## config.mk

```make
export PLATFORM = sky130hd
export DESIGN_NAME = led_pattern_counter
export DESIGN_NICKNAME = d
export VERILOG_FILES = /design/src/rtl/led_pattern_counter.sv
export SDC_FILE = /design/constraint.sdc
export NUM_CORES = 1
export LEC_CHECK = 0
export ABC_AREA = 1
export CAP_MARGIN = 5
export CORE_MARGIN = 1
export CORE_UTILIZATION = 40
export CTS_BUF_LIST = sky130_fd_sc_hd__clkbuf_8
export DETAILED_ROUTE_END_ITERATION = 6
export GPL_TIMING_DRIVEN = 1
export PLACE_DENSITY_LB_ADDON = 0.05
export SLEW_MARGIN = 30
export SYNTH_ARGS = -nofsm -noshare
export SYNTH_HDL_FRONTEND = slang
export SYNTH_SLANG_ARGS = --single-unit
```

## constraint.sdc

```tcl
create_clock -name clk -period 2.3 [get_ports clk]
set_input_delay 0.23 -clock clk [delete_from_list [all_inputs] [get_ports clk]]
set_output_delay 0.23 -clock clk [all_outputs]
set_load 0.01 [all_outputs]
```

## src/rtl/led_pattern_counter.sv

```systemverilog
// led_pattern_counter: runtime-scalable prescaler stepping a binary up/down, Gray or scanner LED pattern.
module led_pattern_counter #(
    parameter int CLK_FREQ  = 25_000_000,
    parameter int TICK_HZ   = 2,
    parameter int LED_WIDTH = 8
) (
    input  logic                 clk,
    input  logic                 rst_n,
    input  logic                 en,
    input  logic [1:0]           mode,
    input  logic [1:0]           speed,
    input  logic                 load,
    input  logic [LED_WIDTH-1:0] load_value,
    output logic [LED_WIDTH-1:0] leds,
    output logic                 tick
);
    localparam int PERIOD = CLK_FREQ / TICK_HZ;
    localparam int PW = $clog2(PERIOD) + 1;
    localparam int SW = $clog2(LED_WIDTH);
    localparam logic [PW-1:0] PERIOD_W = PW'(PERIOD);
    localparam logic [SW-1:0] POS_MAX = SW'(LED_WIDTH - 1);
    localparam logic UP = 1'b0;
    logic [PW-1:0]        prescaler, eff_m1;
    logic [LED_WIDTH-1:0] count, count_step;
    logic [SW-1:0]        pos, pos_step;
    logic                 dir, dir_step;
    logic [1:0]           mode_q;
    assign eff_m1 = (PERIOD_W >> speed) - PW'(1);
    // Scanner turns around on the end positions so neither end is shown twice in a row.
    always_comb begin
        count_step = mode_q == 2'b01 ? count - LED_WIDTH'(1) :
                     mode_q == 2'b11 ? count : count + LED_WIDTH'(1);
        dir_step   = mode_q != 2'b11 ? dir : dir ? (pos != '0) : (pos == POS_MAX);
        pos_step   = mode_q != 2'b11 ? pos : dir_step ? pos - SW'(1) : pos + SW'(1);
    end
    always_ff @(posedge clk or negedge rst_n) begin
        if (!rst_n) begin
            prescaler <= '0;
            count     <= '0;
            pos       <= '0;
            dir       <= UP;
            mode_q    <= 2'b00;
            tick      <= 1'b0;
        end else if (load) begin
            prescaler <= '0;
            count     <= load_value;
            pos       <= '0;
            dir       <= UP;
            mode_q    <= mode;
            tick      <= 1'b0;
        end else if (mode != mode_q) begin
            prescaler <= '0;
            count     <= '0;
            pos       <= '0;
            dir       <= UP;
            mode_q    <= mode;
            tick      <= 1'b0;
        end else if (!en) begin
            tick      <= 1'b0;
        end else if (prescaler >= eff_m1) begin
            prescaler <= '0;
            count     <= count_step;
            pos       <= pos_step;
            dir       <= dir_step;
            tick      <= 1'b1;
        end else begin
            prescaler <= prescaler + PW'(1);
            tick      <= 1'b0;
        end
    end
    // Decode from the registered mode so raw mode changes never glitch the LEDs.
    always_comb
        leds = mode_q == 2'b11 ? LED_WIDTH'(1) << pos :
               mode_q == 2'b10 ? count ^ (count >> 1) : count;
endmodule

```

Yosys cells after proc, flatten, opt, wreduce, memory -nomap -nowiden:

Index checks and enable logic that the tools add are counted.

* input port bits: 16
* output and inout bits: 9
* word-level logic and storage cells: 61
* flip-flop bits (word level): 40

* reductions and logical operators: 7
* order comparisons: 1
* shift operators: 2
* add/sub/neg operators: 6
* bitwise operators: 1
* eq/ne operators: 8
* mux-type cells: 30

Operators by type and width (count)
* 25-bit two-way mux: 4
* 8-bit two-way mux: 8
* 25-bit by 1-bit adder with 25-bit output (second input constant): 1
* 25-bit greater-or-equal comparator: 1
* 24-bit by 2-bit >> shifter with 25-bit output (first input constant): 1
* 25-bit by 1-bit subtractor with 25-bit output (second input constant): 1
* 3-bit two-way mux: 6
* 1-bit two-way mux: 10
* 3-bit nonzero test: 3
* 8-bit by 1-bit adder with 8-bit output (second input constant): 1
* 1-bit by 3-bit left shift with 8-bit output (first input constant): 1
* 8-bit by 1-bit subtractor with 8-bit output (second input constant): 1
* 8-bit by 7-bit bitwise XOR with 8-bit output: 1
* 3-bit AND reduction: 2
* 2-bit equality test (second input constant): 2
* 2-bit two-way mux: 2
* 4-bit != test (second input constant): 1
* 3-bit by 1-bit adder with 3-bit output (second input constant): 1
* 3-bit equality test (second input constant): 1
* 3-bit by 2-bit != test with 1-bit output (second input constant): 1
* 3-bit by 1-bit subtractor with 3-bit output (second input constant): 1
* 2-bit by 1-bit equality test with 1-bit output (second input constant): 1
* 2-bit != test: 1
* 2-bit != test (second input constant): 1
* 2 further kinds: 2

Depth between registers and ports, before layout:

Gate-level depths: netlist of the first run.

* depth in word-level cells: 9
* depth in mapped cells: 19
* gate-level depth less buffers: 18

Worst setup path before layout of the first run:

No wires, ideal clock.

* path type: input port to flip-flop
* start point: in speed[1]
* end point: reg prescaler[17]
* arrival time: 2.188 ns
* cell stages on the path: 18
* buffers on the path: 2
* library setup time: 0.119 ns
* path slack: -0.006 ns
* data required time: 2.181 ns
* cell sequence: buf_4 inv_1 nor2_1 inv_1 ha_1 ha_1 nand2_1 nor2_1 nand2_1 nor2_1 nand2_1 nor2_1 nor2_4 nand3_4 nand2_4 nand2_4 buf_12 nor2_2

* cells in the longest elaborated chain, start to end: 7

RTL lines
* start: declaration: line 11 `input logic [1:0] speed,`
* 24-bit by 2-bit >> shifter with 25-bit output: line 28 `assign eff_m1 = (PERIOD_W >> speed) - PW'(1);`
* 25-bit by 1-bit subtractor with 25-bit output: line 28
* 25-bit greater-or-equal comparator: line 60 `end else if (prescaler >= eff_m1) begin`
* 25-bit two-way mux: line 60
* 25-bit two-way mux: line 58 `end else if (!en) begin`
* 25-bit two-way mux: line 51 `end else if (mode != mode_q) begin`
* 25-bit two-way mux: line 44 `end else if (load) begin`
* end signal: assignment: line 67 `prescaler <= prescaler + PW'(1);`
* end: declaration: line 23 `logic [PW-1:0] prescaler, eff_m1;`

Every way passes these cells. The select of a mux whose other input is x is not followed.
A chain may end at the register's enable or synchronous reset.

Worst setup path after layout of the first run:

* start point: reg mode_q[1]
* end point: out leds[0]

* cells in the longest elaborated chain, start to end: 3
* elaborated cells on any way between the ends: 4
* classes of those cells: 2 x eq/ne; 2 x mux

RTL lines
* start: declaration: line 27 `logic [1:0] mode_q;`
* start signal: assignment: line 49 `mode_q <= mode;`
* start signal: assignment: line 56 `mode_q <= mode;`
* 2-bit equality test: line 74 `mode_q == 2'b10 ? count ^ (count >> 1) : count;`
* 8-bit two-way mux: line 74
* 8-bit two-way mux *: line 73 `leds = mode_q == 2'b11 ? LED_WIDTH'(1) << pos :`
* end: declaration: line 14 `output logic [LED_WIDTH-1:0] leds,`

Mark *: on every way between the ends. The rest lies on a longest branch, timed or not.

==> reports/metrics.cfg, run 1 <==
[drt]
drt_iter0_markers=165
drt_pass1_iterations=6
remaining_drc_errors=0
wl_per_cell_microns=14.10
antenna_left=0
vias_per_cell=5.071
totalWireLength_microns=8924
vias=3210

[floorplan]
rows=33
die_h_microns=94.60
num_io_pins=25
dieArea_sq_mm=0.008948
start_util_pct=41.53
fp.dieW_microns=94.60
coreArea_sq_mm=0.008258

[timing]
finalCritPeriodShare_pct=91.24
rsz0062_at_grt=no
setup_ws_ns=0.2014
setup_viol=0
finalCriticalPeriod_ns=2.099
finalHoldViolCount=0
skew_ns=0.007398
timing.fmax_ghz=0.4765
slew_viol_final=0

[global_route]
antenna_found_initial=0
grt_pass1_wl_microns=15190
first_global_vias=3070
grt_max_degree=21
grt.total_usage_pct=22.01
overflow=0

[clock_tree]
clkTransAtPathRegs_ns=0.08
cts_buffer_depth=2
cts_tree=built
clk_latency_ns=0.29
cts_sinks=40
cts-buffers-inserted=5
clock-root-buffer=clkbuf_8
cts-htree-levels=2

[worst_setup_path]
crit_end=leds[0]
critPathKind=reg -> out
cp.required_ns=2.07
reg2reg_depth=10
crit_path_start=mode_q[1]
arrival_ns=1.87
reg2reg_to=count[6]
r2r_slack_ns=0.24
crit_path_end_kind=output pin
path_max_fanout=9
r2r_start=mode_q[0]
critPathLaunchType=register

[synthesis]
synth_adder_area_share_pct=11.02
synth_edf_count=0
synth_warnings=0
ys_seq_area_share_pct=29.19
synth_area_sq_mm=0.003430
postSynthCellCount=472
ys_ff_latch=40
yosys.area_share.simple_pct=36.63
async_flop_share_pct=100.0
ys_types=43
synth-main-ff-cell=dfrtp_1
synth-compound-area-share_pct=7.187
synth_area_per_cell_sq_um=7.266
synthMuxAreaShare_pct=0
synth_xor_area_share_pct=8.136
synth_top_family_by_area=simple AND/OR/NAND/NOR gates

[run]
drv_cap=0

[placement]
dp_slack_ns=-0.5500
place.gp.congestion=0.8366
port_buffers=24
hpwl_microns=7155
placed_area_sq_mm=0.003973

[final_layout]
drive_above_1_share_pct=17.99
final_util_pct=50.53
area_growth_pct=21.67
nNetsFinal=573
design_area_sq_mm=0.004173
antennaDiodeCount=0
mostFrequentLayoutCells=127 x nand2_1, 42 x inv_1, 40 x dfrtp_1
final_common_cell=nand2_1

[hold_path]
hp-class=in -> async

[run_status]
outcome=complete, no violations

[pwr]
vdd_drop_max_mv=0.3090
p_leak_nw=2.003
power.density_mw_per_mm2=410.0

Yosys cell counts (all sizes together) (8+ instances only):
| library cell | count | area share, % |
|---|---|---|
| dfrtp | 40 | 29 |
| nand3 | 42 | 6.8 |
| buf | 8 | 2.2 |
| nor3 | 8 | 1.3 |
| xnor2 | 14 | 3.8 |
| ha | 27 | 9.9 |
| nor2 | 56 | 7.5 |
| a21oi | 14 | 2.2 |
| nand2 | 136 | 15 |
| inv | 47 | 5.1 |
| o21ai | 19 | 2.9 |
| nand4 | 22 | 4.2 |
| xor2 | 17 | 4.3 |
flip-flops by register name, indices dropped and copies added (netlist names):
name and count:
count 8, dir 1, mode_q 2, pos 3, prescaler 25, tick 1
critical path, cell delays in order, from the launching register on:
cell             delay [ns]
dfrtp_1                0.35
buf_4                  0.19
nand2_4                0.10
nor2_1                 0.10
inv_1                  0.08
nor2_1                 0.09
inv_1                  0.07
nand2_1                0.07
clkdlybuf4s50_1        0.52
routing by layer:
metal | track usage [%] | share of wire, % | wire [microns]
met5 | 0 | 0 | 0
met4 | 3.030 | 0.76 | 68
met3 | 2.899 | 5.2 | 463
met2 | 33.64 | 42 | 3781
met1 | 33.53 | 52 | 4611
power by group:
| group | internal, W | switching (W) | leakage [nW] |
|---|---|---|---|
| Sequential | 0.000734 | 0.0000508 | 0.544 |
| Combinational | 0.000222 | 0.000254 | 1.41 |
| Clock | 0.000202 | 0.000248 | 0.0452 |
what timing repair did:
action | CTS | global route
resized for setup | 17 | 16
hold endpoints to repair | 16 | 0
pin swaps | 6 | 6
hold buffers | 1 | 0
setup endpoints to repair | 37 | 42
setup buffers | 0 | 0
logic make-up after synthesis:
kind of cell / count (synthesis)
flops: 40
fa+ha+maj: 29
compound gates: 43
xor+xnor: 31
buf+inv: 58
simple gates: 269
other cells: 2
cell type report:
| class | count | area, sq um |
|---|---|---|
| sequential | 40 | 1001 |
| tap | 105 | 131.4 |
| inverter | 47 | 176.4 |
| clock buffer | 5 | 68.82 |
| clock inverter | 2 | 8.758 |
| fill | 851 | 4085 |
| timing repair buffer | 59 | 504.2 |
| multi-input combinational | 375 | 2282 |
worst min-delay path by stage:
stage	to	slack, ns	cells after the start
finish	prescaler[1]	0.41	2
global route	mode_q[0]	0.43	1
CTS	prescaler[5]	0.42	2
detailed placement	prescaler[1]	0.20	1
global placement	prescaler[1]	0.20	1
floorplan	count[0]	-0.07	0
stage by stage:
stage	instances	setup TNS, ns	total power [W]	hold slack [ns]
after floorplan	473	0	0.001068	-0.06559
after global placement	625	-18.37	0.001258	0.1973
after detailed placement	625	-18.54	0.001258	0.2019
after CTS	633	0	0.001724	0.4172
after global routing	633	0	0.001820	0.4266
final	633	0	0.001711	0.4115
Power figures use the tool's default switching activity.
==> inputs of run 2 (changes only) <==
--- a/config.mk
+++ b/config.mk
@@ -7,8 +7,9 @@
 export LEC_CHECK = 0
 export ABC_AREA = 1
 export CAP_MARGIN = 5
+export CORE_ASPECT_RATIO = 0.7
 export CORE_MARGIN = 1
-export CORE_UTILIZATION = 40
+export CORE_UTILIZATION = 45
 export CTS_BUF_LIST = sky130_fd_sc_hd__clkbuf_8
 export DETAILED_ROUTE_END_ITERATION = 6
 export GPL_TIMING_DRIVEN = 1
==> run 2 against run 1 <==
  * Clock power up 4%
  * Cell area decreased by 3.4%
  * Clock skew decreased by 0.0027 ns
  * Critical path depth decreased by 2
  * Setup slack worse by 0.060 ns
  * Critical path type unchanged
==> reports/metrics.cfg, run 2 (same netlist as run 1, synthesis figures left out) <==
[run_status]
outcome=complete, no violations

[drt]
drt_iter0_markers=363  ; +120%
vias=3184  ; -0.81%
antenna_left=0  ; unchanged
drt_pass1_iterations=5  ; -1
vias_per_cell=5.177  ; +2.1%
totalWireLength_microns=8917  ; about the same
wl_per_cell_microns=14.50  ; +2.8%
remaining_drc_errors=0  ; unchanged

[pwr]
finalPower_w=0.001716  ; +0.30%
p_leak_nw=1.948  ; -2.7%
power.density_mw_per_mm2=425.5  ; +3.8%
vdd_drop_max_mv=0.2358  ; -24%

[clock_tree]
cts_sinks=40  ; unchanged
cts-htree-levels=2  ; unchanged
cts_tree=built
clkTransAtPathRegs_ns=0.08  ; about the same
clk_latency_ns=0.30  ; about the same
cts_setup_buffers=0  ; unchanged
cts_buffer_depth=2  ; unchanged
cts-buffers-inserted=5  ; unchanged
clock-root-buffer=clkbuf_8

[final_layout]
regMostFlops=prescaler
nNetsFinal=562  ; -1.9%
final_common_cell=nand2_1
largest_reg_flops=25  ; unchanged
top_regs=prescaler x25, count x8, pos x3
drive_above_1_share_pct=14.70  ; -3.3 points
multiInputGateArea_sq_mm=0.002227  ; -2.4%
mostFrequentLayoutCells=130 x nand2_1, 42 x inv_1, 40 x dfrtp_1
area_growth_pct=17.58
antennaDiodeCount=0  ; unchanged
ff_latch_area_sq_mm=0.001001  ; unchanged
fillCellCount=742  ; -13%

[global_route]
antenna_found_initial=0  ; unchanged
first_global_vias=2816  ; -8.3%
grt_pass1_wl_microns=14740  ; -3.0%
grt_max_degree=29  ; +38%
grt.total_usage_pct=24.64  ; +2.6 points
overflow=0  ; unchanged

[worst_setup_path]
reg2reg_to=prescaler[21]
r2r_slack_ns=0.21  ; -0.03 ns
crit_path_end_kind=output pin
critPathKind=reg -> out
crit_path_cell_trace=buf_4 > nand2_4 > inv_2 > nand2_1 > o21ai_1 > clkdlybuf4s50_1
cp.required_ns=2.07  ; about the same
reg2reg_depth=10  ; unchanged
max_stage_delay_ns=0.57  ; +0.05 ns
crit_path_start=mode_q[1]
arrival_ns=1.93  ; +0.06 ns
cp_slowest_cell=clkdlybuf4s50_1
path_max_fanout=9  ; unchanged
critPathLaunchType=register
r2r_start=prescaler[15]

[timing]
setup_viol=0  ; unchanged
holdWs_ns=0.3619  ; -0.04962 ns
slew_viol_final=0  ; unchanged
finalHoldViolCount=0  ; unchanged
finalCritPeriodShare_pct=93.83  ; +2.6 points
timing.fmax_ghz=0.4634  ; -2.8%
finalCriticalPeriod_ns=2.158  ; +0.05955 ns
skew_ns=0.004714  ; -0.002684 ns

[hold_path]
hp-class=in -> async

[placement]
hpwl_microns=7063  ; -1.3%
port_buffers=24  ; unchanged
place.gp.congestion=0.9136  ; +9.2%

[floorplan]
start_util_pct=46.65  ; +5.1 points
die_h_microns=75.04  ; -21%
coreArea_sq_mm=0.007352  ; -11%
dieArea_sq_mm=0.007980  ; -11%
num_io_pins=25  ; unchanged
rows=26  ; -21%
fp.dieW_microns=106.3  ; +12%

[run]
drv_cap=0  ; unchanged

-- run 2: cell count changes in the layout (fill, tap and decap cells not counted), moves of 2 or more --
cell / previous run / this run
nand2_1: 127 / 130
buf_4: 33 / 22
ha_1: 23 / 27
dlygate4sd2_1: 0 / 2
nand2_2: 6 / 3
ha_4: 3 / 0
nor2_4: 5 / 3
-- run 2: routing by layer --
metal / global-route usage (%) / wire [microns]
met1: 42.40 / 5169
met2: 28.79 / 3015
met3: 5.281 / 672
met4: 5.556 / 60
met5: 0 / 0
-- run 2: worst max path at each step --
| stage | end | slack [ns] | cells past startpoint |
|---|---|---|---|
| 2_1_floorplan | prescaler[17] | 0.03 | 18 |
| 4_1_cts | leds[6] | 0.02 | 6 |
| 6_report | leds[6] | 0.14 | 6 |
| 3_3_place_gp | prescaler[4] | -0.40 | 14 |
| 5_1_grt | prescaler[13] | -0.008 | 17 |
| 3_5_place_dp | prescaler[21] | -0.46 | 14 |
-- run 2: worst max-delay path, delay by kind of cell (launching register included) --
family / cells / cell delay (ns)
DFF: 1 / 0.36
and+or+nand+nor: 2 / 0.23
buffers and inverters: 3 / 0.87
AOI/OAI and AO/OA: 1 / 0.17
-- run 2: power breakdown --
part	total [W]	switching (W)	internal, W	leakage [nW]
logic	0.000458	0.000250	0.000208	1.36
clock network	0.000469	0.000263	0.000206	0.0400
registers	0.000789	0.0000544	0.000734	0.544
total	0.00172	0.000568	0.00115	1.95
-- run 2: cell type report --
type                       instances  share of cell area [%]
clock inverter                     2                  0.3103
timing repair buffer              48                   10.52
inverter                          47                   4.375
tap                               98                   3.041
multi-input combinational        375                   55.23
clock buffer                       5                   1.706
sequential                        40                   24.82
-- run 2: metrics by stage --
step	setup TNS, ns	cells	setup slack [ns]	cell area (sq um)	utilization [%]
2_1_floorplan	0	473	0.03257	3436	-
3_3_place_gp	-13.07	607	-0.4011	3881	52.79
3_5_place_dp	-14.47	607	-0.4618	3881	52.79
4_1_cts	0	615	0.02017	4003	54.44
5_1_grt	-0.008246	615	-0.008246	4033	54.85
6_report	0	615	0.1419	4033	54.85
-- run 2: timing repair --
item	4_1_cts	5_1_grt
endpoints found under the setup margin	33	38
hold buffers	1	0
hold endpoints to repair	12	0
resized for setup	11	11
pin swaps	3	4
gates cloned	0	0
==> inputs of run 3 (changes only) <==
--- a/config.mk
+++ b/config.mk
@@ -8,9 +8,9 @@
 export ABC_AREA = 1
 export CAP_MARGIN = 5
 export CORE_ASPECT_RATIO = 0.7
-export CORE_MARGIN = 1
 export CORE_UTILIZATION = 45
 export CTS_BUF_LIST = sky130_fd_sc_hd__clkbuf_8
+export CTS_CLUSTER_SIZE = 10
 export DETAILED_ROUTE_END_ITERATION = 6
 export GPL_TIMING_DRIVEN = 1
 export PLACE_DENSITY_LB_ADDON = 0.05
==> results of run 3 <==
Final layout, timing and power as in run 2 (identical DEF).
